<file path="config.mk">
export PLATFORM = sky130hd
export DESIGN_NAME = ysyx_23060061_mdu_alu
export DESIGN_NICKNAME = d
export VERILOG_FILES = /design/src/rtl/ysyx_23060061_mdu_alu.sv
export SDC_FILE = /design/constraint.sdc
export NUM_CORES = 1
export LEC_CHECK = 0
export BUFFER_PORTS_ARGS = -buffer_cell sky130_fd_sc_hd__buf_4
export CAP_MARGIN = 5
export CORE_MARGIN = 2
export CORE_UTILIZATION = 40
export DETAILED_ROUTE_END_ITERATION = 8
export GPL_TIMING_DRIVEN = 0
export PLACE_DENSITY = 0.67
export SLEW_MARGIN = 0
export SYNTH_ARGS = -nofsm -noshare
export SYNTH_HDL_FRONTEND = slang
export SYNTH_SLANG_ARGS = --single-unit
</file>
<file path="constraint.sdc">
create_clock -name clk -period 5.15 [get_ports clk]
set_input_delay 0.7725 -clock clk [delete_from_list [all_inputs] [get_ports clk]]
set_output_delay 0.7725 -clock clk [all_outputs]
set_load 0.02 [all_outputs]
</file>
<file path="src/rtl/ysyx_23060061_mdu_alu.sv">
// Multi-cycle execute unit: base integer ALU plus iterative multiply/divide,
// with valid/ready handshakes on both operand input and registered result.
module ysyx_23060061_mdu_alu #(
  parameter int unsigned WIDTH   = 32,
  parameter int unsigned SHAMT_W = $clog2(WIDTH)
) (
  input  logic             clk,
  input  logic             rst,
  input  logic             in_valid,
  output logic             in_ready,
  input  logic [WIDTH-1:0] a,
  input  logic [WIDTH-1:0] b,
  input  logic [4:0]       alu_op,
  input  logic             flush,
  output logic             out_valid,
  input  logic             out_ready,
  output logic [WIDTH-1:0] result,
  output logic             busy
);

  localparam int unsigned DW = 2 * WIDTH;
  localparam logic [WIDTH-1:0] ALL_ONES = '1;
  localparam logic [WIDTH-1:0] MOST_NEG = {1'b1, {(WIDTH-1){1'b0}}};

  typedef enum logic [1:0] {IDLE, BUSY, DONE} state_t;

  state_t               state;
  logic [WIDTH-1:0]     acc;
  logic [WIDTH-1:0]     lo;
  logic [WIDTH-1:0]     opnd;
  logic [2:0]           op_q;
  logic                 neg;
  logic [SHAMT_W-1:0]   cnt;

  logic                 fire;
  logic                 is_mul, is_div, sgn_a, sgn_b, neg_start;
  logic                 div_zero, div_ovf, short_op;
  logic [WIDTH-1:0]     a_abs, b_abs, quick_res;
  logic [SHAMT_W-1:0]   shamt;
  logic [WIDTH:0]       mul_sum, div_shift, div_diff;
  logic                 div_ge;
  logic [WIDTH-1:0]     step_acc, step_lo, q_fin, r_fin, fin_res;
  logic [DW-1:0]        prod, prod_fin;

  // Accept is blocked while flushing and while a result is stuck on backpressure
  assign in_ready = !flush && ((state == IDLE) || (state == DONE && (out_ready || !out_valid)));
  assign fire     = in_valid && in_ready;
  assign shamt    = b[SHAMT_W-1:0];

  // Operand decode: signedness, absolute values, result sign and divide special cases
  always_comb begin
    is_mul    = (alu_op[4:2] == 3'b100);
    is_div    = (alu_op[4:2] == 3'b101);
    sgn_a     = is_mul ? (alu_op[1:0] == 2'b01 || alu_op[1:0] == 2'b10) : (is_div && !alu_op[0]);
    sgn_b     = is_mul ? (alu_op[1:0] == 2'b01) : (is_div && !alu_op[0]);
    a_abs     = (sgn_a && a[WIDTH-1]) ? -a : a;
    b_abs     = (sgn_b && b[WIDTH-1]) ? -b : b;
    // remainder takes the dividend's sign; everything else takes the xor of operand signs
    neg_start = (is_div && alu_op[1]) ? (sgn_a && a[WIDTH-1])
                                      : ((sgn_a && a[WIDTH-1]) ^ (sgn_b && b[WIDTH-1]));
    div_zero  = is_div && (b == '0);
    div_ovf   = is_div && !alu_op[0] && (a == MOST_NEG) && (b == ALL_ONES);
    short_op  = !(is_mul || is_div) || div_zero || div_ovf;
  end

  // Single-cycle results: base ALU ops, illegal codes and divide corner cases
  always_comb begin
    quick_res = '0;
    case (alu_op)
      5'h00: quick_res = a + b;
      5'h01: quick_res = b;
      5'h02: quick_res = (a + b) & ~WIDTH'(1);
      5'h03: quick_res = a - b;
      5'h04: quick_res = WIDTH'(a < b);
      5'h05: quick_res = WIDTH'($signed(a) < $signed(b));
      5'h06: quick_res = a ^ b;
      5'h07: quick_res = $signed(a) >>> shamt;
      5'h08: quick_res = a | b;
      5'h09: quick_res = a & b;
      5'h0A: quick_res = a << shamt;
      5'h0B: quick_res = a >> shamt;
      default: quick_res = '0;
    endcase
    if (div_zero)
      quick_res = alu_op[1] ? a : ALL_ONES;
    else if (div_ovf)
      quick_res = alu_op[1] ? '0 : a;
  end

  // One iteration of shift-add multiply or restoring divide, plus final sign fix-up
  always_comb begin
    mul_sum   = {1'b0, acc} + (lo[0] ? {1'b0, opnd} : '0);
    div_shift = {acc, lo[WIDTH-1]};
    div_diff  = div_shift - {1'b0, opnd};
    div_ge    = !div_diff[WIDTH];
    if (!op_q[2]) begin
      step_acc = mul_sum[WIDTH:1];
      step_lo  = {mul_sum[0], lo[WIDTH-1:1]};
    end else begin
      step_acc = div_ge ? div_diff[WIDTH-1:0] : div_shift[WIDTH-1:0];
      step_lo  = {lo[WIDTH-2:0], div_ge};
    end
    prod     = {step_acc, step_lo};
    prod_fin = neg ? -prod : prod;
    q_fin    = neg ? -step_lo : step_lo;
    r_fin    = neg ? -step_acc : step_acc;
    if (!op_q[2])
      fin_res = (op_q[1:0] == 2'b00) ? prod_fin[WIDTH-1:0] : prod_fin[DW-1:WIDTH];
    else
      fin_res = op_q[1] ? r_fin : q_fin;
  end

  // Control FSM and datapath registers
  always_ff @(posedge clk or posedge rst) begin
    if (rst) begin
      state     <= IDLE;
      out_valid <= 1'b0;
      result    <= '0;
      busy      <= 1'b0;
      cnt       <= '0;
      acc       <= '0;
      lo        <= '0;
      opnd      <= '0;
      op_q      <= '0;
      neg       <= 1'b0;
    end else if (flush) begin
      state     <= IDLE;
      out_valid <= 1'b0;
      busy      <= 1'b0;
    end else if (fire) begin
      op_q <= alu_op[2:0];
      if (short_op) begin
        result    <= quick_res;
        out_valid <= 1'b1;
        busy      <= 1'b0;
        state     <= DONE;
      end else begin
        acc       <= '0;
        lo        <= is_mul ? b_abs : a_abs;
        opnd      <= is_mul ? a_abs : b_abs;
        neg       <= neg_start;
        cnt       <= '0;
        out_valid <= 1'b0;
        busy      <= 1'b1;
        state     <= BUSY;
      end
    end else begin
      case (state)
        BUSY: begin
          acc <= step_acc;
          lo  <= step_lo;
          cnt <= cnt + SHAMT_W'(1);
          if (cnt == SHAMT_W'(WIDTH - 1)) begin
            result    <= fin_res;
            out_valid <= 1'b1;
            busy      <= 1'b0;
            state     <= DONE;
          end
        end
        DONE: begin
          if (out_ready) begin
            out_valid <= 1'b0;
            state     <= IDLE;
          end
        end
        default: state <= IDLE;
      endcase
    end
  end

endmodule

</file>
==> impl_metrics.tcl <==
set metrics [dict create \
    fin_crit_ns 5.33 \
    cts_tree "done" \
    swShare 0.555 \
    max_freq_mhz 187 \
    ant_nets 0 \
    critPathArrivalTime_ns 5.66 \
    antenna_found_initial 10 \
    finalSetupViolations 19 \
    drt_iter0_markers 4350 \
    dpl.hpwl_um 127000 \
    fin_ws_ns -0.184 \
    hold_buffers 0 \
    clk_latency_ns 0.47 \
    area_delta_synth_final_pct 18.8 \
    power_uw 10900 \
    cp-end-kind "flip-flop" \
    yosys.area.top_type "dfrtp_1" \
    start_util 0.403 \
    htreeDepth 4 \
    p_int_uw 4840 \
    ys.flop_type "dfrtp_1" \
    synth_edf_count 0 \
    post-route-period-util 1.04 \
    startpoint_type "flip-flop" \
    cts_sinks 141 \
    portBuffers 108 \
    violations "max-capacitance violations, max-slew violations, negative setup slack" \
    irDropWorstVdd_mv 0.283 \
    p_seq_frac 0.174 \
    num-nets-final 3949 \
    pwr-share-clk 0.119 \
    r2r_slack_ns -0.18 \
    synth_top_cell_area_share 0.143 \
    syn_area_um2 24700 \
    root_buffer "clkbuf_16" \
    crit_path_start "opnd[30]" \
    yosys_warnings 0 \
    grt_max_degree 74 \
    grt_first_pass_wirelength_um 222000 \
    rsz0062_at_grt "yes" \
    io_pins 109 \
    tightest_slew_ns 1.62 \
    ys_seq_elements 141 \
    fill_cells 6332 \
    die_h_um 253 \
    multi_input_area_um2 20800 \
    place_inst 4384 \
    hold_violations 0 \
    maxCapViolations 1 \
    fin_cells 4504 \
    num_rows 91 \
    comb_power_share 0.707 \
    drive_above_1_share 0.162 \
    synth_nets 3734 \
    die_area_um2 63800 \
    status "finished, violations left" \
    reg2reg_to "result[26]" \
    tns_ns -1.20 \
    netlist_instances 3481 \
    clockBufferDepth 2 \
    finClkSkew_ns 0.0170 \
    cts_buffers 17 \
    wire_per_inst_um 35.7 \
    cp-endpoint "result[26]" \
    clk_transition_reported_paths_ns 0.08 \
    power_density_nw_per_um2 370 \
    cp_max_fo 10 \
    grt_usage 0.489 \
    hold_class "in2async" \
    synth_area_leaders "dfrtp_1 (14%), ha_1 (8.9%), nor2_1 (6.3%), a21oi_1 (5.9%), o21ai_0 (5.8%)" \
    dr.pass1.iters 7 \
    grt-ovfl-total 0 \
    worstPathRequired_ns 5.48 \
    vias 31800 \
    crit_type "reg2reg" \
    switchingPower_uw 6040 \
    die_w_um 253 \
    p_leak_uw 0.0120 \
    gp_congestion 1.14 \
    syn_area_per_cell_um2 7.11 \
    rr_worst_depth 21 \
    drc_errors 0 \
    timing.rr.start "opnd[30]" \
    regArea_um2 3540 \
    drt_wl_total_um 161000 \
    relSlewSlack -0.0872 \
    drv_slew 3 \
    synth_cell_types 98 \
    yosysSeqAreaShare 0.143 \
    viasPerCell 7.06 \
    ys_async_sr_fraction 1.00 \
    coreArea_um2 61400 \
    grt_pass1_vias 29400 \
]
[metrics by stage]
step	setup slack, ns	utilization	instance area, um^2	hold WS, ns
final	-0.184	0.479	29400	0.410
after global routing	-0.179	0.479	29400	0.473
after CTS	0.00274	0.461	28300	0.446
after detailed placement	-3.16	0.434	26600	0.472
after global placement	-3.15	0.433	26600	0.461
after floorplan	0.0434	-	24800	0.445
[routing by layer]
| layer | GRT usage | vias to the layer above | part of all wire |
|---|---|---|---|
| li1 | - | 13300 | - |
| met1 | 0.557 | 15000 | 0.34 |
| met2 | 0.748 | 2615 | 0.42 |
| met3 | 0.124 | 917 | 0.11 |
| met4 | 0.455 | 6 | 0.12 |
| met5 | 0 | - | 0.00027 |
[critical path, cell delays in order, from the launching register on]
cell	delay [ns]
dfrtp_1	0.49
inv_1	0.07
ha_1	0.35
nand2_1	0.17
o21ai_0	0.51
a22o_2	0.47
nor2_1	0.20
nand3_4	0.17
nand2_4	0.07
inv_2	0.07
ha_4	0.15
o2111ai_4	0.10
or2_4	0.29
nor4_4	0.40
nand2_2	0.12
or2_4	0.28
o21a_4	0.23
buf_8	0.14
o41ai_4	0.30
xor2_1	0.13
a22oi_2	0.33
a31oi_1	0.14
[state kept, by name, summed over array words and instances, names as in the netlist]
name / flops
out_valid: 1
opnd: 32
neg: 1
result: 32
lo: 32
acc: 32
state: 2
cnt: 5
busy: 1
op_q: 3
[cell type report]
| cell class | count | area share |
|---|---|---|
| multi-input cells | 2925 | 0.709 |
| clock buffers | 17 | 0.0145 |
| clock inverters | 15 | 0.00575 |
| plain buffers | 246 | 0.0398 |
| well taps | 790 | 0.0336 |
| inverters | 156 | 0.0203 |
| flip-flops and latches | 141 | 0.121 |
| repair buffers | 209 | 0.0564 |
| diodes | 5 | 0.000426 |
[worst min path at each step]
stage,from,to,slack [ns],cells past startpoint
4_1_cts,rst,busy,0.45,2
5_1_grt,rst,busy,0.47,2
2_1_floorplan,cnt[4],cnt[4],0.45,2
6_report,rst,busy,0.41,2
3_3_place_gp,cnt[4],cnt[4],0.46,2
3_5_place_dp,result[1],result[1],0.47,2
[synthesized netlist by cell type (29+ instances only)]
master / n
nor2_1: 416
nand2_1: 356
a21oi_1: 291
o21ai_0: 286
clkbuf_1: 211
ha_1: 175
inv_1: 151
dfrtp_1: 141
xnor2_1: 125
mux2i_1: 93
nor3_1: 85
o211ai_1: 68
and2_1: 62
a31oi_1: 60
nand3_1: 60
mux4_2: 58
a21o_1: 53
xor2_1: 38
a22oi_1: 36
a211oi_1: 35
buf_1: 34
nand4_1: 34
and3_1: 31
or3_1: 31
nor4_1: 29
[logic make-up (layout without fill, tap and decap cells)]
kind of cell,count (synthesis),count (layout),synth area share
muxes,163,163,0.0959
xor gates and xnor gates,163,163,0.0577
other,0,5,0
AOI/OAI and AO/OA,1193,1193,0.316
buffers and inverters,415,643,0.0646
adders and majority gates,179,179,0.0918
and+or+nand+nor,1227,1227,0.231
DFF,141,141,0.143
[cells in the final DEF, fill, tap and decap left out, drive strengths merged, types with 14 or more instances in the layout]
master and n:
nor2 416, nand2 356, o21ai 293, a21oi 292, buf 255, clkbuf 215, ha 175, inv 161
dfrtp 141, xnor2 125, mux2i 93, nor3 87, o211ai 69, and2 64, a31oi 62, nand3 60
mux4 58, a21o 53, xor2 38, a211oi 37, a22oi 36, nand4 35, or3 32, and3 31
nor4 31, nand2b 28, a221oi 28, o31ai 26, o22ai 25, o221ai 24, o21a 23, o21bai 23
a22o 20, nor2b 19, a311oi 16, a2111oi 16, or2 14, o41ai 14
[timing repair]
item | 4_1_cts | 5_1_grt
pin swaps | 31 | 53
endpoints found under the setup margin | 97 | 31
setup buffers | 37 | 58
cloned | 0 | 1
resized for setup | 210 | 164
[power by group through the flow]
stage | clock network, uW | registers [uW] | logic (uW)
2_1_floorplan | 0 | 1830 | 3960
3_3_place_gp | 0 | 1860 | 6320
3_5_place_dp | 0 | 1870 | 6320
4_1_cts | 1280 | 1850 | 6860
5_1_grt | 1330 | 1910 | 7990
6_report | 1300 | 1890 | 7690
(Power assumes the default switching activity.)
